**src/rtl/piso_frame_tx.sv**
```systemverilog
// Framed parallel-in/serial-out transmitter: start bit, WIDTH data bits,
// optional even-parity bit and stop bit, each held CLKS_PER_BIT clocks.
module piso_frame_tx #(
  parameter int WIDTH        = 8,
  parameter int CLKS_PER_BIT = 4,
  parameter int MSB_FIRST    = 0,
  parameter int PARITY_EN    = 0
) (
  input  logic             clk,
  input  logic             rst,
  input  logic [WIDTH-1:0] in_data,
  input  logic             in_valid,
  output logic             in_ready,
  output logic             sout,
  output logic             busy,
  output logic             done
);

  localparam int CW = (CLKS_PER_BIT > 1) ? $clog2(CLKS_PER_BIT) : 1;
  localparam int BW = (WIDTH > 1) ? $clog2(WIDTH) : 1;
  localparam logic [CW-1:0] CYC_LAST = CW'(CLKS_PER_BIT - 1);
  localparam logic [BW-1:0] BIT_LAST = BW'(WIDTH - 1);

  typedef enum logic [2:0] {
    IDLE,
    START,
    DATA,
    PARITY,
    STOP
  } state_t;

  state_t           state_q, state_n;
  logic [CW-1:0]    cyc_q, cyc_n;
  logic [BW-1:0]    bit_q, bit_n;
  logic [WIDTH-1:0] data_q, data_n;
  logic             sout_n, busy_n, done_n;
  logic             bit_end;

  // Selects the idx-th data bit in transmission order.
  function automatic logic data_bit(input logic [WIDTH-1:0] d, input logic [BW-1:0] idx);
    logic [WIDTH-1:0] sh;
    if (MSB_FIRST != 0) begin
      sh = d << idx;
      return sh[WIDTH-1];
    end else begin
      sh = d >> idx;
      return sh[0];
    end
  endfunction

  assign in_ready = (state_q == IDLE);
  assign bit_end  = (cyc_q == CYC_LAST);

  always_ff @(posedge clk) begin
    if (rst) begin
      state_q <= IDLE;
      cyc_q   <= '0;
      bit_q   <= '0;
      data_q  <= '0;
      sout    <= 1'b1;
      busy    <= 1'b0;
      done    <= 1'b0;
    end else begin
      state_q <= state_n;
      cyc_q   <= cyc_n;
      bit_q   <= bit_n;
      data_q  <= data_n;
      sout    <= sout_n;
      busy    <= busy_n;
      done    <= done_n;
    end
  end

  // Outputs are computed as next-state values so each one changes on the
  // same edge that enters the state it belongs to.
  always_comb begin
    state_n = state_q;
    cyc_n   = bit_end ? '0 : cyc_q + 1'b1;
    bit_n   = bit_q;
    data_n  = data_q;
    sout_n  = sout;
    busy_n  = busy;
    done_n  = 1'b0;

    unique case (state_q)
      IDLE: begin
        cyc_n  = '0;
        bit_n  = '0;
        sout_n = 1'b1;
        busy_n = 1'b0;
        if (in_valid) begin
          data_n  = in_data;
          state_n = START;
          sout_n  = 1'b0;
          busy_n  = 1'b1;
        end
      end
      START: begin
        if (bit_end) begin
          state_n = DATA;
          sout_n  = data_bit(data_q, '0);
        end
      end
      DATA: begin
        if (bit_end) begin
          if (bit_q == BIT_LAST) begin
            if (PARITY_EN != 0) begin
              state_n = PARITY;
              sout_n  = ^data_q;
            end else begin
              state_n = STOP;
              sout_n  = 1'b1;
            end
          end else begin
            bit_n  = bit_q + 1'b1;
            sout_n = data_bit(data_q, bit_q + 1'b1);
          end
        end
      end
      PARITY: begin
        if (bit_end) begin
          state_n = STOP;
          sout_n  = 1'b1;
        end
      end
      STOP: begin
        if (bit_end) begin
          state_n = IDLE;
          sout_n  = 1'b1;
          busy_n  = 1'b0;
          done_n  = 1'b1;
        end
      end
      default: begin
        state_n = IDLE;
        sout_n  = 1'b1;
        busy_n  = 1'b0;
      end
    endcase
  end

endmodule
```
**config.mk**
```make
export PLATFORM = sky130hd
export DESIGN_NAME = piso_frame_tx
export DESIGN_NICKNAME = d
export VERILOG_FILES = /design/src/rtl/piso_frame_tx.sv
export SDC_FILE = /design/constraint.sdc
export NUM_CORES = 1
export LEC_CHECK = 0
export BUFFER_PORTS_ARGS = -buffer_cell sky130_fd_sc_hd__buf_2
export CAP_MARGIN = 15
export CORE_MARGIN = 5
export CORE_UTILIZATION = 40
export DETAILED_ROUTE_END_ITERATION = 7
export PLACE_DENSITY_LB_ADDON = 0.12
export SYNTH_ARGS = -nofsm -noshare
export SYNTH_HDL_FRONTEND = slang
export SYNTH_SLANG_ARGS = --single-unit
```
**constraint.sdc**
```tcl
create_clock -name clk -period 1.7 [get_ports clk]
set_input_delay 0.17 -clock clk [delete_from_list [all_inputs] [get_ports clk]]
set_output_delay 0.17 -clock clk [all_outputs]
set_load 0.05 [all_outputs]
```
==> results of run 1 <==
==> registers in the layout, indices dropped and copies added, names as in the netlist <==
signal and count:
busy 1, sout 1, bit_q 3, cyc_q 2
done 1, data_q 8, state_q 3
==> cells by family after synthesis <==
logic type / synth area share [%]
simple gates: 23.1
compound gates: 13.2
flops: 42.2
buf+inv: 5.83
mux: 10.6
fa+ha+maj: 4.17
xor+xnor: 0.972
==> path summary, 6_finish.rpt <==
check	start	end	cells past startpoint
min	in_data[3]	data_q[3]$_SDFFE_PP0P_	3
max reg2reg	bit_q[1]$_SDFFE_PP0P_	sout$_SDFFE_PP1P_	5
min reg2reg	cyc_q[0]$_SDFF_PP0_	cyc_q[0]$_SDFF_PP0_	1
max	bit_q[1]$_SDFFE_PP0P_	sout$_SDFFE_PP1P_	5
==> worst max-delay path: stages (launching register included) <==
cell and delay (ns):
dfxtp_2 0.35, ha_4 0.28, mux4_2 0.48, mux2_4 0.28, o21ai_2 0.11, a21oi_1 0.07
==> layer usage <==
layer	GRT usage, %	routed length, µm	share of wire, %	up-vias
li1	-	-	-	369
met1	14.7	777	45	323
met2	17.1	789	46	16
met3	2.49	95	5.5	5
met4	7.95	53	3.1	0
met5	0	0	0	-
==> cell usage after synthesis (all sizes together) (3+ instances only) <==
cell type  instances
a21oi             12
clkbuf             3
buf                4
ha                 3
dfxtp             19
nand2b             3
nand2             18
nor2               7
==> power groups by stage <==
| stage | combinational [mW] | sequential, mW | clock [mW] |
|---|---|---|---|
| global placement | 0.110 | 0.491 | 0 |
| floorplan | 0.0768 | 0.497 | 0 |
| CTS | 0.114 | 0.482 | 0.245 |
| global route | 0.124 | 0.485 | 0.256 |
| detailed placement | 0.112 | 0.491 | 0 |
| finish | 0.112 | 0.482 | 0.229 |
==> per-stage QoR <==
| step | cell area (µm²) | hold slack [ns] | worst slack (ns) | setup TNS (ns) | power, mW |
|---|---|---|---|---|---|
| final | 1050 | 0.0914 | 0.0315 | 0 | 0.823 |
| after global routing | 1050 | 0.0847 | -0.0337 | -0.0337 | 0.865 |
| after CTS | 1040 | 0.0774 | -0.00423 | -0.00423 | 0.840 |
| after detailed placement | 998 | 0.416 | -0.0352 | -0.0352 | 0.603 |
| after global placement | 998 | 0.412 | 0.00768 | 0 | 0.600 |
| after floorplan | 920 | 0.306 | 0.0116 | 0 | 0.574 |
==> layout make-up <==
type	count	area, µm²
Fill cell	217	1140
Multi-Input combinational cell	71	504
Clock inverter	1	5.00
Tap cell	28	35.0
Inverter	1	3.75
Timing Repair Buffer	17	92.6
Clock buffer	3	22.5
Sequential cell	19	383
==> timing repair <==
item / CTS / global route
pin swaps: 3 / 2
setup endpoints to repair: 1 / 3
buffers inserted: 0 / 0
cloned: 0 / 0
gates resized for setup: 7 / 1
==> impl_metrics.py, run 1 <==
metrics = {
    "worst_setup_path": {
        "criticalPathCategory": "register to register",
        "cp.required_ns": 1.90,
        "crit_arrival_ns": 1.87,
        "endpoint_kind": "register",
        "start_kind": "register",
        "rrSetupSlack_ns": 0.03,
        "worstPathMaxFanout": 3,
    },
    "die": {
        "dieWidth_um": 57.5,
        "die_h_um": 57.5,
        "num_io_pins": 15,
        "core_area_um2": 2190,
        "die_area_um2": 3300,
        "rows": 17,
        "initial_core_util_pct": 41.1,
    },
    "sta": {
        "rsz0062_at_grt": "true",
        "finClkSkew_ns": 0.000916,
        "final_max_slew_viol_count": 0,
        "min_period_over_period_pct": 98.1,
        "hold_viol": 0,
        "tightest_slew_ns": 0.458,
        "setup_violations": 0,
        "fin_crit_ns": 1.67,
        "fmax_mhz": 599,
        "max_slew_margin_pct": 69.4,
    },
    "route": {
        "drc_errors": 0,
        "ant_nets": 0,
        "drtPass1Iterations": 4,
        "num_vias": 713,
        "drtIter0Drc": 4,
        "routed_wl_mm": 1.72,
        "vias_per_cell": 5.09,
        "routedWlPerCell_um": 12.3,
    },
    "synth": {
        "synth_top_area_cell": "dfxtp_1",
        "yosysSeqAreaShare_pct": 42.2,
        "postSynthAreaPerCell_um2": 9.19,
        "synth_top_cell_area_share_pct": 42.2,
        "async_flop_share_pct": 0,
        "syn_nets": 112,
        "synth-seq-cells": 19,
        "synth_flop_cell": "dfxtp_1",
        "syn_inst": 98,
        "synth_cell_types": 33,
        "ys_warn_count": 0,
        "synthTopCellsByArea": "dfxtp_1 (42%), nand2_1 (7.5%), a21oi_1 (6.7%), mux4_1 (5.8%), ha_1 (4.2%)",
        "syn_area_um2": 901,
        "synth-edff-count": 0,
    },
    "final_layout": {
        "diodes": 0,
        "layout-drive-gt1-share_pct": 31.3,
        "finalNonFillerCells": 140,
        "final_cell_mix": "nand2_1 (18), dfxtp_1 (17), buf_2 (14)",
        "final_common_cell": "nand2_1",
        "area_growth_pct": 16.1,
        "final_core_util_pct": 47.7,
        "num-nets-final": 127,
    },
    "placed_design": {
        "dp_hpwl_mm": 1.25,
        "dp.cells": 136,
        "portBuffers": 14,
        "gp_congestion": 0.759,
    },
    "run_status": {
        "outcome": "completed",
    },
    "grt": {
        "grt_pass1_wl_mm": 2.91,
        "grt_remaining_overflow": 0,
        "grt_max_degree": 21,
        "grt_use_total_pct": 11.5,
        "antenna_found_initial": 0,
        "grt_pass1_vias": 643,
    },
    "power_and_ir_drop": {
        "p_int_mw": 0.600,
        "p_per_area_nw_per_um2": 787,
        "p_leak_nw": 0.410,
        "swShare_pct": 27.1,
        "p_seq_share_pct": 58.5,
        "p_sw_mw": 0.223,
        "p_comb_share_pct": 13.6,
        "p_clk_share_pct": 27.9,
        "ir_worst_vdd_uv": 512,
    },
    "clock_tree": {
        "clk_pin_slew_worst_paths_ns": 0.10,
        "cts_buffer_depth": 2,
        "cts.sinks": 19,
        "cts_hold_buf": 0,
        "cts_tree": "built",
        "cts_max_level": 1,
        "numCtsBuffers": 3,
        "insertion_delay_ns": 0.30,
        "cts-root-buf": "clkbuf_4",
    },
    "hold_path": {
        "hold_class": "input pin to register",
    },
    "job": {
        "drv_cap": 0,
    },
}
Note: power is estimated with default switching activity, not from simulation.
==> run 2: changes to the inputs <==
--- a/config.mk
+++ b/config.mk
@@ -7,10 +7,10 @@
 export LEC_CHECK = 0
 export BUFFER_PORTS_ARGS = -buffer_cell sky130_fd_sc_hd__buf_2
 export CAP_MARGIN = 15
-export CORE_MARGIN = 5
+export CORE_MARGIN = 10
 export CORE_UTILIZATION = 40
 export DETAILED_ROUTE_END_ITERATION = 7
-export PLACE_DENSITY_LB_ADDON = 0.12
+export PLACE_DENSITY = 0.61
 export SYNTH_ARGS = -nofsm -noshare
 export SYNTH_HDL_FRONTEND = slang
 export SYNTH_SLANG_ARGS = --single-unit
==> impl_metrics.py, run 2 (synthesized netlist as in run 1, its figures left out) <==
metrics = {
    "run_status": {
        "outcome": "completed",
    },
    "clock_tree": {
        "cts.sinks": 19,
        "cts_tree": "built",
        "insertion_delay_ns": 0.30,
        "cts-root-buf": "clkbuf_4",
        "numCtsBuffers": 3,
        "cts_hold_buf": 0,
        "post-cts-setup-buffers": 0,
        "clk_pin_slew_worst_paths_ns": 0.11,
        "cts_max_level": 1,
        "cts_buffer_depth": 2,
    },
    "power_and_ir_drop": {
        "p_leak_nw": 0.407,
        "p_clk_share_pct": 28.1,
        "power_mw": 0.827,
        "p_seq_share_pct": 58.3,
        "p_comb_share_pct": 13.7,
        "ir_worst_vdd_uv": 479,
        "p_per_area_nw_per_um2": 792,
        "swShare_pct": 27.0,
        "p_int_mw": 0.604,
        "p_sw_mw": 0.223,
    },
    "sta": {
        "fmax_mhz": 590,
        "final_max_slew_viol_count": 0,
        "rsz0062_at_grt": "true",
        "finClkSkew_ns": 0.00387,
        "max_slew_margin_pct": 69.3,
        "setup_violations": 0,
        "fin_ws_ns": 0.00464,
        "min_period_over_period_pct": 99.7,
        "setup_tns_ns": 0,
        "hold_viol": 0,
        "tightest_slew_ns": 0.459,
        "fin_crit_ns": 1.70,
    },
    "hold_path": {
        "hp-start": "in_data[2]",
        "hold_class": "input pin to register",
        "min_to": "data_q[2]$_SDFFE_PP0P_",
        "hold_path_depth": 3,
    },
    "placed_design": {
        "dp_hpwl_mm": 1.35,
        "portBuffers": 14,
        "gp_congestion": 0.735,
        "dp_slack_ns": -0.0737,
        "placed_cell_area_um2": 998,
    },
    "final_layout": {
        "final_common_cell": "nand2_1",
        "area_growth_pct": 15.8,
        "fillers": 230,
        "final_core_util_pct": 48.1,
        "num-nets-final": 127,
        "multi_input_area_um2": 503,
        "stdcell_area_um2": 1040,
        "reg_top3": "data_q: 8 flops, bit_q: 3 flops, state_q: 3 flops",
        "seq_area_um2": 383,
        "final_cell_mix": "nand2_1 (18), dfxtp_1 (17), buf_2 (14)",
        "diodes": 0,
        "largest_register": "data_q",
        "largest_reg_flops": 8,
        "layout-drive-gt1-share_pct": 30.4,
    },
    "die": {
        "die_area_um2": 4550,
        "core_area_um2": 2170,
        "num_io_pins": 15,
        "dieWidth_um": 67.5,
        "initial_core_util_pct": 41.5,
        "die_h_um": 67.5,
        "rows": 17,
    },
    "grt": {
        "grt_pass1_vias": 736,
        "grt_remaining_overflow": 0,
        "antenna_found_initial": 0,
        "grt_pass1_wl_mm": 3.36,
        "grt_use_total_pct": 9.50,
        "grt_max_degree": 21,
    },
    "route": {
        "vias_per_cell": 5.14,
        "ant_nets": 0,
        "drtPass1Iterations": 2,
        "num_vias": 719,
        "routed_wl_mm": 1.82,
        "drc_errors": 0,
        "drtIter0Drc": 8,
        "routedWlPerCell_um": 13.0,
    },
    "worst_setup_path": {
        "criticalPathCategory": "register to register",
        "worstPathMaxFanout": 3,
        "endpoint_kind": "register",
        "rrSetupSlack_ns": 0.005,
        "start_kind": "register",
        "crit_arrival_ns": 1.88,
        "r2r_end": "sout$_SDFFE_PP1P_",
        "rr_worst_depth": 5,
        "r2r_start": "bit_q[0]$_SDFFE_PP0P_",
        "cp.required_ns": 1.89,
    },
    "job": {
        "drv_cap": 0,
    },
}
-- run 2: area by class of cell --
cell class	instances	share of cell area (%)
Timing Repair Buffer	17	8.87
Multi-Input combinational cell	71	48.2
Tap cell	28	3.36
Sequential cell	19	36.7
Inverter	1	0.360
Clock buffer	4	2.52
-- run 2: through the flow --
step | std cells | hold slack (ns)
2_1_floorplan | 98 | 0.306
3_3_place_gp | 136 | 0.411
3_5_place_dp | 136 | 0.420
4_1_cts | 140 | 0.0893
5_1_grt | 140 | 0.0860
6_report | 140 | 0.0942
-- run 2: power groups by stage --
| stage | clock [mW] | combinational (mW) | sequential (mW) |
|---|---|---|---|
| final | 0.232 | 0.113 | 0.482 |
| after global routing | 0.270 | 0.127 | 0.485 |
| after CTS | 0.243 | 0.114 | 0.482 |
| after detailed placement | 0 | 0.112 | 0.491 |
| after global placement | 0 | 0.109 | 0.491 |
| after floorplan | 0 | 0.0768 | 0.497 |
-- run 2: per-layer routing --
| layer | wire length (µm) | part of all wire (%) | global-route usage [%] |
|---|---|---|---|
| met1 | 896 | 49 | 12.3 |
| met4 | 31 | 1.7 | 4.62 |
| met2 | 833 | 46 | 14.0 |
| met5 | 0 | 0 | 0 |
| met3 | 60 | 3.3 | 2.98 |
-- run 2: worst max-delay path, cell delays in order, from the launching register on --
cell	delay, ns
dfxtp_2	0.35
ha_4	0.28
mux4_2	0.50
mux2_4	0.28
o21ai_2	0.12
a21oi_2	0.06
-- run 2: worst max-delay path by stage --
stage,from,end,slack (ns),depth (start not counted)
2_1_floorplan,bit_q[0]$_SDFFE_PP0P_,sout$_SDFFE_PP1P_,0.01,5
3_3_place_gp,bit_q[0]$_SDFFE_PP0P_,sout$_SDFFE_PP1P_,0.008,5
3_5_place_dp,bit_q[0]$_SDFFE_PP0P_,sout$_SDFFE_PP1P_,-0.07,5
4_1_cts,bit_q[1]$_SDFFE_PP0P_,sout$_SDFFE_PP1P_,-0.03,5
5_1_grt,bit_q[1]$_SDFFE_PP0P_,sout$_SDFFE_PP1P_,-0.06,5
6_report,bit_q[0]$_SDFFE_PP0P_,sout$_SDFFE_PP1P_,0.005,5
-- run 2: timing repair --
item | 4_1_cts | 5_1_grt
resized for setup | 7 | 1
setup endpoints to repair | 1 | 1
pin swaps | 3 | 2
==> run 3: changes to the inputs <==
--- a/config.mk
+++ b/config.mk
@@ -10,7 +10,6 @@
 export CORE_MARGIN = 10
 export CORE_UTILIZATION = 40
 export DETAILED_ROUTE_END_ITERATION = 7
-export PLACE_DENSITY = 0.61
 export SYNTH_ARGS = -nofsm -noshare
 export SYNTH_HDL_FRONTEND = slang
 export SYNTH_SLANG_ARGS = --single-unit
==> impl_metrics.py, run 3 (synthesized netlist as in run 1, its figures left out) <==
metrics = {
    "run_status": {
        "outcome": "completed",
    },
    "worst_setup_path": {
        "r2r_end": "sout$_SDFFE_PP1P_",
        "criticalPathCategory": "register to register",
        "rr_worst_depth": 5,
        "max_stage_delay_ns": 0.49,
        "crit_buf_inv": 0,
        "start_kind": "register",
        "cp.required_ns": 1.88,
        "endpoint_kind": "register",
        "r2r_start": "bit_q[0]$_SDFFE_PP0P_",
        "crit_arrival_ns": 1.86,
        "cp_top_family": "multiplexers",
        "worstPathMaxFanout": 3,
        "slowest_stage": "mux4_2",
        "path_cells": "ha_4 > mux4_2 > mux2_4 > o21ai_2 > a21oi_1",
        "rrSetupSlack_ns": 0.01,
    },
    "clock_tree": {
        "cts_max_level": 1,
        "numCtsBuffers": 3,
        "cts_buffer_depth": 2,
        "cts_tree": "built",
        "cts.sinks": 19,
        "insertion_delay_ns": 0.28,
        "cts-root-buf": "clkbuf_4",
        "post-cts-setup-buffers": 0,
        "clk_pin_slew_worst_paths_ns": 0.10,
    },
    "hold_path": {
        "min_to": "data_q[3]$_SDFFE_PP0P_",
        "hold_class": "input pin to register",
        "hold_path_depth": 3,
        "hp-start": "in_data[3]",
    },
    "sta": {
        "finClkSkew_ns": 0.00164,
        "min_period_over_period_pct": 99.3,
        "rsz0062_at_grt": "true",
        "hold_ws_ns": 0.113,
        "hold_viol": 0,
        "setup_violations": 0,
        "final_max_slew_viol_count": 0,
        "max_slew_margin_pct": 67.6,
        "tightest_slew_ns": 0.485,
        "fin_crit_ns": 1.69,
        "fmax_mhz": 592,
        "setup_tns_ns": 0,
        "fin_ws_ns": 0.0122,
    },
    "placed_design": {
        "dp_hpwl_mm": 1.38,
        "dp_slack_ns": -0.0561,
        "placed_cell_area_um2": 998,
        "portBuffers": 14,
        "gp_congestion": 0.751,
        "dp.cells": 136,
    },
    "route": {
        "drtPass1Iterations": 4,
        "routedWlPerCell_um": 12.9,
        "num_vias": 717,
        "drtIter0Drc": 12,
        "drc_errors": 0,
        "vias_per_cell": 5.12,
        "ant_nets": 0,
        "routed_wl_mm": 1.81,
    },
    "final_layout": {
        "final_cell_mix": "nand2_1 (18), dfxtp_1 (17), buf_2 (14)",
        "diodes": 0,
        "num-nets-final": 127,
        "final_common_cell": "nand2_1",
        "reg_top3": "data_q: 8 flops, bit_q: 3 flops, state_q: 3 flops",
        "finalNonFillerCells": 140,
        "largest_register": "data_q",
        "final_core_util_pct": 47.9,
        "largest_reg_flops": 8,
        "stdcell_area_um2": 1040,
        "layout-drive-gt1-share_pct": 29.5,
        "area_growth_pct": 15.4,
    },
    "power_and_ir_drop": {
        "p_leak_nw": 0.407,
        "ir_worst_vdd_uv": 401,
        "p_per_area_nw_per_um2": 782,
        "power_mw": 0.813,
    },
    "grt": {
        "grt_max_degree": 21,
        "antenna_found_initial": 0,
        "grt_pass1_wl_mm": 3.28,
        "grt_use_total_pct": 9.12,
        "grt_pass1_vias": 720,
        "grt_remaining_overflow": 0,
    },
    "die": {
        "die_h_um": 67.5,
        "num_io_pins": 15,
        "core_area_um2": 2170,
        "die_area_um2": 4550,
        "initial_core_util_pct": 41.5,
        "dieWidth_um": 67.5,
        "rows": 17,
    },
    "job": {
        "drv_cap": 0,
    },
}
==> run 3: cell counts in the layout (fill, tap and decap cells not counted) <==
Identical to the previous run, type by type.
==> run 3: how the worst max path moves through the flow <==
| stage | from | endpoint | slack (ns) | depth (start not counted) |
|---|---|---|---|---|
| after floorplan | bit_q[0]$_SDFFE_PP0P_ | sout$_SDFFE_PP1P_ | 0.01 | 5 |
| after global placement | bit_q[0]$_SDFFE_PP0P_ | sout$_SDFFE_PP1P_ | 0.009 | 5 |
| after detailed placement | bit_q[0]$_SDFFE_PP0P_ | sout$_SDFFE_PP1P_ | -0.06 | 5 |
| after CTS | bit_q[0]$_SDFFE_PP0P_ | sout$_SDFFE_PP1P_ | -0.02 | 5 |
| after global routing | bit_q[0]$_SDFFE_PP0P_ | sout$_SDFFE_PP1P_ | -0.05 | 5 |
| final | bit_q[0]$_SDFFE_PP0P_ | sout$_SDFFE_PP1P_ | 0.01 | 5 |
==> run 3: area by class of cell <==
type	count	area, µm²
Inverter	1	3.75
Timing Repair Buffer	17	92.6
Fill cell	233	1130
Tap cell	28	35.0
Sequential cell	19	383
Clock buffer	4	26.3
Multi-Input combinational cell	71	499
==> run 3: report_power, final <==
part           leakage, nW  total (mW)  internal, mW  switching (mW)
clock network       0.0150       0.220        0.0910           0.129
logic                0.235       0.112        0.0472          0.0651
registers            0.156       0.481         0.465          0.0159
total                0.407       0.813         0.603           0.210
==> run 3: tightest hold or removal path, cell delays in order <==
cell     delay (ns)
buf_2          0.10
nand2_1        0.04
a21oi_1        0.05
==> run 3: metal layers <==
metal,vias up,GRT usage [%],routed length [µm]
met5,-,0,0
met4,0,3.59,10
met3,2,2.81,74
met2,16,14.1,824
met1,330,11.6,899
li1,369,-,-
==> run 3: what timing repair did <==
item,in CTS,in global routing
gates resized for setup,7,0
pin swaps,3,2
hold buffers,0,0
setup endpoints to repair,1,1
